### src/rtl/seven_seg_scan_decoder_if.sv
// Bundles the scanned seven-segment pins and the decoded results.
// The decoder takes the slave side; whatever drives the pins takes the master side.
interface seven_seg_scan_decoder_if;
    logic [7:0] seg_in;
    logic [1:0] sel_in;
    logic [3:0] tens;
    logic [3:0] ones;
    logic [6:0] value;
    logic       value_valid;
    logic       update;
    logic       pattern_err;
    logic       timeout;

    modport slave (
        input  seg_in, sel_in,
        output tens, ones, value, value_valid, update, pattern_err, timeout
    );

    modport master (
        output seg_in, sel_in,
        input  tens, ones, value, value_valid, update, pattern_err, timeout
    );
endinterface

### src/rtl/seven_seg_scan_decoder.sv
// Recovers a two-digit number from a multiplexed common-anode seven-segment display.
// The pins are sampled, debounced and decoded into digits, and a value is published once both digits have been seen.
module seven_seg_scan_decoder #(
    parameter int unsigned STABLE_CYCLES  = 4,
    parameter int unsigned TIMEOUT_CYCLES = 1_000_000
) (
    input  logic                      clk,
    input  logic                      rst_n,
    seven_seg_scan_decoder_if.slave   bus
);
    localparam int unsigned TO_W      = $clog2(TIMEOUT_CYCLES + 1);
    localparam logic [7:0]  STAB_MAX  = 8'(STABLE_CYCLES);
    localparam logic [TO_W-1:0] TO_MAX = TO_W'(TIMEOUT_CYCLES);
    localparam logic [TO_W-1:0] TO_ONE = TO_W'(1);

    // Maps an active-low pattern to {legal, digit}; a lit decimal point makes the pattern illegal.
    function automatic logic [4:0] decode_seg(input logic [7:0] pat);
        case (pat)
            8'hC0:   decode_seg = {1'b1, 4'd0};
            8'hF9:   decode_seg = {1'b1, 4'd1};
            8'hA4:   decode_seg = {1'b1, 4'd2};
            8'hB0:   decode_seg = {1'b1, 4'd3};
            8'h99:   decode_seg = {1'b1, 4'd4};
            8'h92:   decode_seg = {1'b1, 4'd5};
            8'h82:   decode_seg = {1'b1, 4'd6};
            8'hF8:   decode_seg = {1'b1, 4'd7};
            8'h80:   decode_seg = {1'b1, 4'd8};
            8'h90:   decode_seg = {1'b1, 4'd9};
            default: decode_seg = {1'b0, 4'd0};
        endcase
    endfunction

    logic [7:0]      seg_s1_q, seg_s2_q;
    logic [1:0]      sel_s1_q, sel_s2_q;
    logic [9:0]      samp_prev_q;
    logic [7:0]      stab_cnt_q, stab_cnt_d;
    logic [TO_W-1:0] to_cnt_q, to_cnt_d;
    logic [3:0]      tens_hold_q, tens_hold_d, ones_hold_q, ones_hold_d;
    logic            tens_seen_q, tens_seen_d, ones_seen_q, ones_seen_d;
    logic [3:0]      tens_q, tens_d, ones_q, ones_d;
    logic [6:0]      value_q, value_d;
    logic            valid_q, valid_d, update_q, update_d, err_q, err_d, timeout_q, timeout_d;

    logic [9:0]      samp_s;
    logic            same_s, accept_s, legal_tens_s, legal_ones_s, legal_acc_s;
    logic            publish_s, to_hit_s;
    logic [4:0]      dec_s;
    logic [6:0]      value_new_s;

    // Debounce, decode, frame assembly, timeout and publish next-state logic.
    always_comb begin
        samp_s       = {sel_s2_q, seg_s2_q};
        same_s       = (samp_s == samp_prev_q);
        dec_s        = decode_seg(seg_s2_q);
        // The run length saturates so that a long stable run accepts only once.
        if (!same_s) begin
            stab_cnt_d = 8'd1;
        end else if (stab_cnt_q < STAB_MAX) begin
            stab_cnt_d = stab_cnt_q + 8'd1;
        end else begin
            stab_cnt_d = stab_cnt_q;
        end
        accept_s     = same_s && (stab_cnt_q == (STAB_MAX - 8'd1));
        legal_ones_s = accept_s && (sel_s2_q == 2'b10) && dec_s[4];
        legal_tens_s = accept_s && (sel_s2_q == 2'b01) && dec_s[4];
        legal_acc_s  = legal_ones_s || legal_tens_s;
        err_d        = accept_s && ((sel_s2_q == 2'b00) ||
                       (((sel_s2_q == 2'b10) || (sel_s2_q == 2'b01)) && !dec_s[4]));
        publish_s    = tens_seen_q && ones_seen_q;
        value_new_s  = ({3'b000, tens_hold_q} * 7'd10) + {3'b000, ones_hold_q};
        to_hit_s     = !legal_acc_s && (to_cnt_q == (TO_MAX - TO_ONE));

        if (legal_acc_s) begin
            to_cnt_d = '0;
        end else if (to_cnt_q < TO_MAX) begin
            to_cnt_d = to_cnt_q + TO_ONE;
        end else begin
            to_cnt_d = to_cnt_q;
        end

        if (legal_tens_s) begin
            tens_hold_d = dec_s[3:0];
        end else begin
            tens_hold_d = tens_hold_q;
        end
        if (legal_ones_s) begin
            ones_hold_d = dec_s[3:0];
        end else begin
            ones_hold_d = ones_hold_q;
        end

        // A fresh accept wins over the clear so no digit is ever lost.
        if (legal_tens_s) begin
            tens_seen_d = 1'b1;
        end else if (publish_s || to_hit_s) begin
            tens_seen_d = 1'b0;
        end else begin
            tens_seen_d = tens_seen_q;
        end
        if (legal_ones_s) begin
            ones_seen_d = 1'b1;
        end else if (publish_s || to_hit_s) begin
            ones_seen_d = 1'b0;
        end else begin
            ones_seen_d = ones_seen_q;
        end

        if (publish_s) begin
            tens_d    = tens_hold_q;
            ones_d    = ones_hold_q;
            value_d   = value_new_s;
            valid_d   = 1'b1;
            timeout_d = 1'b0;
            update_d  = (value_new_s != value_q) || !valid_q;
        end else if (to_hit_s) begin
            tens_d    = tens_q;
            ones_d    = ones_q;
            value_d   = value_q;
            valid_d   = 1'b0;
            timeout_d = 1'b1;
            update_d  = 1'b0;
        end else begin
            tens_d    = tens_q;
            ones_d    = ones_q;
            value_d   = value_q;
            valid_d   = valid_q;
            timeout_d = timeout_q;
            update_d  = 1'b0;
        end
    end

    // Synchronizers, debounce history and all decoder state.
    always_ff @(posedge clk or negedge rst_n) begin
        if (!rst_n) begin
            seg_s1_q    <= 8'hFF;
            seg_s2_q    <= 8'hFF;
            sel_s1_q    <= 2'b11;
            sel_s2_q    <= 2'b11;
            samp_prev_q <= {2'b11, 8'hFF};
            stab_cnt_q  <= 8'd0;
            to_cnt_q    <= '0;
            tens_hold_q <= 4'd0;
            ones_hold_q <= 4'd0;
            tens_seen_q <= 1'b0;
            ones_seen_q <= 1'b0;
            tens_q      <= 4'd0;
            ones_q      <= 4'd0;
            value_q     <= 7'd0;
            valid_q     <= 1'b0;
            update_q    <= 1'b0;
            err_q       <= 1'b0;
            timeout_q   <= 1'b0;
        end else begin
            seg_s1_q    <= bus.seg_in;
            seg_s2_q    <= seg_s1_q;
            sel_s1_q    <= bus.sel_in;
            sel_s2_q    <= sel_s1_q;
            samp_prev_q <= samp_s;
            stab_cnt_q  <= stab_cnt_d;
            to_cnt_q    <= to_cnt_d;
            tens_hold_q <= tens_hold_d;
            ones_hold_q <= ones_hold_d;
            tens_seen_q <= tens_seen_d;
            ones_seen_q <= ones_seen_d;
            tens_q      <= tens_d;
            ones_q      <= ones_d;
            value_q     <= value_d;
            valid_q     <= valid_d;
            update_q    <= update_d;
            err_q       <= err_d;
            timeout_q   <= timeout_d;
        end
    end

    assign bus.tens        = tens_q;
    assign bus.ones        = ones_q;
    assign bus.value       = value_q;
    assign bus.value_valid = valid_q;
    assign bus.update      = update_q;
    assign bus.pattern_err = err_q;
    assign bus.timeout     = timeout_q;
endmodule
### src/flat_wrapper.sv
// flat-port wrapper written by rule: the top's interface ports become plain ports
module seven_seg_scan_decoder_flat 
#(
    parameter int unsigned STABLE_CYCLES  = 4,
    parameter int unsigned TIMEOUT_CYCLES = 1_000_000
)
  (clk, rst_n, bus_seg_in, bus_sel_in, bus_tens, bus_ones, bus_value, bus_value_valid, bus_update, bus_pattern_err, bus_timeout);
  seven_seg_scan_decoder_if bus_i ();
  input  logic clk;
  input  logic rst_n;
  input wire logic [$bits(bus_i.seg_in)-1:0] bus_seg_in;
  input wire logic [$bits(bus_i.sel_in)-1:0] bus_sel_in;
  output wire logic [$bits(bus_i.tens)-1:0] bus_tens;
  output wire logic [$bits(bus_i.ones)-1:0] bus_ones;
  output wire logic [$bits(bus_i.value)-1:0] bus_value;
  output wire logic [$bits(bus_i.value_valid)-1:0] bus_value_valid;
  output wire logic [$bits(bus_i.update)-1:0] bus_update;
  output wire logic [$bits(bus_i.pattern_err)-1:0] bus_pattern_err;
  output wire logic [$bits(bus_i.timeout)-1:0] bus_timeout;
  assign bus_i.seg_in = bus_seg_in;
  assign bus_i.sel_in = bus_sel_in;
  assign bus_tens = bus_i.tens;
  assign bus_ones = bus_i.ones;
  assign bus_value = bus_i.value;
  assign bus_value_valid = bus_i.value_valid;
  assign bus_update = bus_i.update;
  assign bus_pattern_err = bus_i.pattern_err;
  assign bus_timeout = bus_i.timeout;
  seven_seg_scan_decoder #(.STABLE_CYCLES(STABLE_CYCLES), .TIMEOUT_CYCLES(TIMEOUT_CYCLES)) u_core (.clk(clk), .rst_n(rst_n), .bus(bus_i));
endmodule
### config.mk
export PLATFORM = sky130hd
export DESIGN_NAME = seven_seg_scan_decoder_flat
export DESIGN_NICKNAME = d
export VERILOG_FILES = /design/src/rtl/seven_seg_scan_decoder_if.sv /design/src/rtl/seven_seg_scan_decoder.sv /design/src/flat_wrapper.sv
export SDC_FILE = /design/constraint.sdc
export NUM_CORES = 1
export LEC_CHECK = 0
export ABC_AREA = 1
export ABC_CLOCK_PERIOD_IN_PS = 2650
export CORE_AREA = 5 5 92 94
export CTS_CLUSTER_DIAMETER = 150
export DETAILED_ROUTE_END_ITERATION = 16
export DIE_AREA = 0 0 97 99
export GPL_TIMING_DRIVEN = 1
export PLACE_DENSITY = 0.73
export SYNTH_ARGS = -nofsm -noshare
export SYNTH_HDL_FRONTEND = slang
export SYNTH_SLANG_ARGS = --single-unit
### constraint.sdc
create_clock -name clk -period 2.65 [get_ports clk]
set_input_delay 0.53 -clock clk [delete_from_list [all_inputs] [get_ports clk]]
set_output_delay 0.53 -clock clk [all_outputs]
set_load 0.01 [all_outputs]
==> results.yml, run 1 <==
status:
  status: "finished, final reports clean"
floorplan:
  start_util: 0.538
  fp-row-count: 32
  design.core.area_um2: 7570
  fp.dieArea_um2: 9600
  ios: 31
  die_y_um: 99
  die_w_um: 97
worst_setup_path:
  worstPathRequired_ns: 2.90
  crit_type: "reg2reg"
  critPathCaptureType: "flip-flop"
  worstPathArrival_ns: 2.50
  cp_max_fo: 5
  rrSetupSlack_ns: 0.39
  cp-start-kind: "flip-flop"
placed_design:
  gp_congestion: 0.824
  port-buffer-count: 30
  dpl.hpwl_mm: 4.88
clock_tree:
  postCtsSetupBuffers: 0
  cts.repair.resized: 0
  insertion_delay_ns: 0.34
  numCtsBuffers: 9
  cts_root_buffer: "clkbuf_8"
  cts_tree: "done"
  postCtsHoldBufs: 0
  cts_htree_levels: 3
  clk_pin_slew_worst_paths_ns: 0.09
  clock_sinks: 86
  cts_max_path_buffers: 2
power:
  p_comb_frac: 0.037
  power_switching_w: 0.000507
  power_frac_clock: 0.401
  pwr-share-seq: 0.562
  p_leak_nw: 2.26
  p_int_w: 0.00193
  powerDensity_nw_per_um2: 520
  p_sw_frac: 0.208
  irDropWorstVdd_v: 0.000368
  total_power_w: 0.00244
logic_synthesis:
  synthFlopType: "dfrtp_1"
  yosys-top-cells-area: "dfrtp_1 34%, dfstp_2 19%, nand2_1 13%"
  synth_edf_count: 0
  synth_top_family_by_area: "simple AND/OR/NAND/NOR gates"
  ys_async_sr_fraction: 1.00
  ys_ff_latch: 86
  synthDistinctLibCells: 33
  avgSynthCellArea_um2: 8.73
  yosysTopAreaCellShare: 0.345
  synthMuxAreaShare: 0
  synth-compound-area-share: 0.0431
  synth_fa_ha_area_frac: 0.0437
  synth_xor_xnor_area_share: 0.0495
  synthCells: 466
  synth_seq_area_share: 0.538
  syn-num-nets: 491
  synth-simple-area-share: 0.255
  ys_warn_count: 0
  yosysTopAreaCell: "dfrtp_1"
  synth.cell_area_um2: 4070
detailed_routing:
  first_iter_violations: 114
  drtAntennaViolNets: 0
  avgRoutedWirePerCell_um: 10.8
  vias: 2914
  via_per_inst: 4.78
  detail_route.first_pass.iterations: 4
  routed_wl_mm: 6.57
  drc: 0
cells_and_area:
  area_delta_synth_final_pct: 15.3
  diodes: 0
  nets: 527
  finalCoreUtilization: 0.620
  multi_input_area_um2: 1590
  fillCellCount: 602
  drive_gt1_frac: 0.146
  regArea_um2: 2190
grt:
  antenna_found_initial: 0
  grt_overflow: 0
  grt_pass1_vias: 2788
  grt_usage: 0.147
  grt_first_pass_wirelength_mm: 11.8
  grt_start_max_net_pins: 46
  gr-usage-met2: 0.245
  grt.busiest_layer: "met2"
  met1_usage: 0.183
  grt_use_met3: 0.0311
timing:
  rsz0062_at_grt: "false"
  finalSetupViolations: 0
  fin_skew_ns: 0.0115
  final.setup.tns_ns: 0
  slew_viol_final: 0
  clock.fmax_ghz: 0.443
  worstMarginPinSlew_ns: 0.546
  min_period_over_period: 0.851
  layout_min_cycle_time_ns: 2.26
  hold_violations: 0
  maxSlewHeadroom: 0.636
flow_run:
  maxCapViolations: 0
worst_hold_path:
  hp-class: "in2async"
critical path, cell delays in order (launching register included):
cell,delay [ns]
dfrtp_1,0.44
ha_1,0.31
ha_1,0.19
inv_1,0.06
fa_1,0.44
xor2_1,0.25
inv_1,0.06
nand2_1,0.06
nand3_1,0.07
nor2_1,0.11
nand3_1,0.08
nand2_1,0.06
inv_1,0.04
final cells by class:
type	instances	area share
sequential	86	0.467
multi-input combinational	313	0.340
timing repair buffer	33	0.0710
inverter	59	0.0472
clock buffer	12	0.0376
tap	102	0.0272
clock inverter	4	0.0107
routing by layer:
| metal | share of wire | vias up | wire length (um) |
|---|---|---|---|
| met4 | 0.023 | 0 | 148 |
| met1 | 0.47 | 1345 | 3090 |
| met3 | 0.038 | 11 | 251 |
| met2 | 0.47 | 59 | 3080 |
| met5 | 0 | - | 0 |
| li1 | - | 1499 | - |
power groups by stage:
stage / clock [W] / combinational (W) / sequential (W)
2_1_floorplan: 0 / 0.0000407 / 0.00139
3_3_place_gp: 0 / 0.0000900 / 0.00139
3_5_place_dp: 0 / 0.0000937 / 0.00140
4_1_cts: 0.00102 / 0.0000938 / 0.00137
5_1_grt: 0.00107 / 0.000107 / 0.00138
6_report: 0.000978 / 0.0000906 / 0.00137
Yosys cell counts (6+ instances only):
master and instances:
dfrtp_1 56, xor2_1 15, inv_1 51, o21ai_1 6
nor2_1 70, nand3_1 17, dfstp_2 30, inv_2 8
ha_1 11, a21oi_1 6, o21ai_0 12, nand2_1 137
xnor2_1 8
logic make-up after synthesis:
family | after synthesis
AOI/OAI and AO/OA | 30
DFF | 86
adders and majority gates | 13
xor gates and xnor gates | 23
buffers and inverters | 67
and+or+nand+nor | 247
placed cells by master, fill, tap and decap left out, drive strengths merged, types with 3 or more instances in the layout:
| master | Yosys | final |
|---|---|---|
| nand2 | 140 | 140 |
| ha | 11 | 11 |
| nand4 | 4 | 4 |
| clkbuf | 3 | 12 |
| buf | 5 | 4 |
| a21oi | 7 | 7 |
| dfstp | 30 | 30 |
| clkdlybuf4s50 | 0 | 29 |
| nand3 | 19 | 19 |
| nor3 | 6 | 6 |
| or2 | 3 | 3 |
| o21ai | 19 | 19 |
| nor2 | 74 | 74 |
| xnor2 | 8 | 8 |
| dfrtp | 56 | 56 |
| xor2 | 15 | 15 |
| inv | 59 | 60 |
state kept, by name, indices dropped and copies added (netlist names):
name and count:
u_core.to_cnt_q 20, u_core.samp_prev_q 10, u_core.seg_s1_q 8, u_core.seg_s2_q 8
u_core.stab_cnt_q 8, u_core.bus.value 7, u_core.bus.tens 4, u_core.ones_hold_q 4
u_core.tens_hold_q 4, u_core.bus.ones 3, u_core.sel_s1_q 2, u_core.sel_s2_q 2
u_core.bus.pattern_err 1, u_core.bus.timeout 1, u_core.bus.update 1, u_core.bus.value_valid 1
u_core.ones_seen_q 1, u_core.tens_seen_q 1
final timing paths:
check / cells after the start / to / from
max reg2reg: 12 / u_core.bus.update$_DFF_PN0_ / u_core.tens_hold_q[1]$_DFFE_PN0P_
min reg2reg: 0 / u_core.seg_s2_q[6]$_DFF_PN1_ / u_core.seg_s1_q[6]$_DFF_PN1_
max in group asynchronous: 2 / u_core.samp_prev_q[9]$_DFF_PN1_ / rst_n
min: 1 / u_core.bus.value[4]$_DFFE_PN0P_ / rst_n
max: 12 / u_core.bus.update$_DFF_PN0_ / u_core.tens_hold_q[1]$_DFFE_PN0P_
min in group clk: 0 / u_core.seg_s2_q[6]$_DFF_PN1_ / u_core.seg_s1_q[6]$_DFF_PN1_
stage by stage:
stage | cell area, um^2 | cells | worst slack [ns] | hold WS, ns
CTS | 4690 | 609 | 0.398 | 0.166
detailed placement | 4460 | 593 | 0.400 | 0.347
finish | 4690 | 609 | 0.395 | 0.162
global route | 4690 | 609 | 0.228 | 0.197
global placement | 4460 | 593 | 0.475 | 0.345
floorplan | 4070 | 466 | 0.548 | 0.234
(Power assumes the default switching activity.)
==> run 2, diff against run 1 <==
--- a/config.mk
+++ b/config.mk
@@ -6,13 +6,14 @@
 export NUM_CORES = 1
 export LEC_CHECK = 0
 export ABC_AREA = 1
-export ABC_CLOCK_PERIOD_IN_PS = 2650
-export CORE_AREA = 5 5 92 94
+export ABC_CLOCK_PERIOD_IN_PS = 2100
+export CAP_MARGIN = 20
+export CORE_AREA = 5 5 90 92
 export CTS_CLUSTER_DIAMETER = 150
 export DETAILED_ROUTE_END_ITERATION = 16
-export DIE_AREA = 0 0 97 99
+export DIE_AREA = 0 0 95 97
 export GPL_TIMING_DRIVEN = 1
-export PLACE_DENSITY = 0.73
+export PLACE_DENSITY = 0.76
 export SYNTH_ARGS = -nofsm -noshare
 export SYNTH_HDL_FRONTEND = slang
 export SYNTH_SLANG_ARGS = --single-unit
==> constraint.sdc (replaced) <==
create_clock -name clk -period 2.1 [get_ports clk]
set_input_delay 0.42 -clock clk [delete_from_list [all_inputs] [get_ports clk]]
set_output_delay 0.42 -clock clk [all_outputs]
set_load 0.01 [all_outputs]
==> results.yml, run 2 (synthesized netlist as in run 1, its figures left out) <==
status:
  status: "finished, violations left"
  violations: "setup timing"
detailed_routing:
  first_iter_violations: 94
  avgRoutedWirePerCell_um: 11.2
  via_per_inst: 4.89
  vias: 2987
  detail_route.first_pass.iterations: 4
  drtAntennaViolNets: 0
  routed_wl_mm: 6.85
  drc: 0
worst_setup_path:
  worstPathRequired_ns: 2.35
  cp-start-kind: "flip-flop"
  cp_max_fo: 3
  slowest_delay_ns: 0.56
  crit_slowest_cell: "fa_1"
  worstPathCellList: "ha_1, ha_2, inv_2, fa_1, xor2_2, inv_1, nand2_1, nand3_1, nor2_1, nand3_2, nand2_1, inv_1"
  crit_type: "reg2reg"
  worstPathArrival_ns: 2.46
  critPathCaptureType: "flip-flop"
timing:
  hold_violations: 0
  clock.fmax_ghz: 0.454
  rsz0062_at_grt: "true"
  final.setup.tns_ns: -0.103
  slew_viol_final: 0
  holdWs_ns: 0.0131
  layout_min_cycle_time_ns: 2.20
  worstMarginPinSlew_ns: 0.451
  min_period_over_period: 1.05
  finalSetupViolations: 1
  fin_skew_ns: 0.00881
  maxSlewHeadroom: 0.699
  timing.final.ws_setup_ns: -0.103
cells_and_area:
  drive_gt1_frac: 0.162
  regMostFlops: "u_core.to_cnt_q"
  finalCoreUtilization: 0.658
  diodes: 0
  area_delta_synth_final_pct: 15.4
  fillCellCount: 590
  mostFrequentLayoutCell: "nand2_1"
  top_regs: "u_core.to_cnt_q: 20 flops, u_core.samp_prev_q: 10 flops"
  most-common-layout-cells: "137 x nand2_1, 70 x nor2_1, 56 x dfrtp_1"
  nets: 532
  largest_reg_flops: 20
grt:
  grt_overflow: 0
  antenna_found_initial: 0
  grt_usage: 0.167
  grt_first_pass_wirelength_mm: 12.3
  grt_pass1_vias: 2958
  grt_start_max_net_pins: 37
floorplan:
  ios: 31
  die_w_um: 95
  die_y_um: 97
  fp-row-count: 31
  fp.dieArea_um2: 9220
  start_util: 0.570
  design.core.area_um2: 7140
clock_tree:
  postCtsHoldBufs: 0
  cts_htree_levels: 3
  cts_tree: "done"
  clock_sinks: 86
  cts_root_buffer: "clkbuf_8"
  cts_max_path_buffers: 2
  clk_pin_slew_worst_paths_ns: 0.08
  numCtsBuffers: 9
  insertion_delay_ns: 0.36
power:
  powerDensity_nw_per_um2: 615
  p_leak_nw: 2.26
  irDropWorstVdd_v: 0.000430
worst_hold_path:
  hp-class: "in2async"
flow_run:
  maxCapViolations: 0
placed_design:
  dpl.hpwl_mm: 5.15
  port-buffer-count: 30
  gp_congestion: 0.848
run 2: repair_timing:
item	CTS	global route
setup buffers	0	2
gates resized for setup	0	6
setup endpoints to repair	1	7
hold endpoints to repair	0	0
pin swaps	1	5
run 2: power breakdown:
group	switching (W)	leakage [nW]	internal (W)
clock	0.000596	0.0949	0.000444
sequential	0.0000232	1.08	0.00171
combinational	0.0000725	1.09	0.0000441
total	0.000692	2.26	0.00220
run 2: path summary, 6_finish.rpt:
check                                                  start  cells past startpoint                         endpoint  slack, ns
min reg2reg                     u_core.sel_s1_q[1]$_DFF_PN1_                      0     u_core.sel_s2_q[1]$_DFF_PN1_       0.36
min                                                    rst_n                      1  u_core.bus.value[4]$_DFFE_PN0P_       0.01
max reg2reg                u_core.tens_hold_q[3]$_DFFE_PN0P_                     12      u_core.bus.update$_DFF_PN0_      -0.10
min in group clk                u_core.sel_s1_q[1]$_DFF_PN1_                      0     u_core.sel_s2_q[1]$_DFF_PN1_       0.36
max                        u_core.tens_hold_q[3]$_DFFE_PN0P_                     12      u_core.bus.update$_DFF_PN0_      -0.10
max in group asynchronous                              rst_n                      2     u_core.sel_s1_q[0]$_DFF_PN1_       1.42
run 2: routing by layer:
layer  GRT usage  part of all wire
met2       0.267              0.48
met3      0.0520             0.043
met4      0.0688             0.017
met1       0.207              0.46
met5           0                 0
run 2: area by class of cell:
class,instances,area [um^2],area share
multi-input combinational,313,1610,0.343
tap,99,124,0.0264
inverter,59,223,0.0474
clock inverter,7,55.1,0.0117
timing repair buffer,38,370,0.0789
clock buffer,9,124,0.0264
sequential,86,2190,0.466
run 2: critical path: cells and delay by family, from the launching register on:
kind	cells	cell delay, ns
flops	1	0.40
buf+inv	3	0.15
fa+ha+maj	3	1.02
xor+xnor	1	0.18
simple gates	5	0.36
run 2: through the flow:
step	worst slack, ns	total power [W]	cell area (um^2)	instances
2_1_floorplan	0.00410	0.00181	4070	466
3_3_place_gp	0.00839	0.00187	4480	593
3_5_place_dp	-0.0445	0.00188	4480	593
4_1_cts	-0.0484	0.00294	4660	609
5_1_grt	-0.243	0.00304	4700	611
6_report	-0.103	0.00289	4700	611
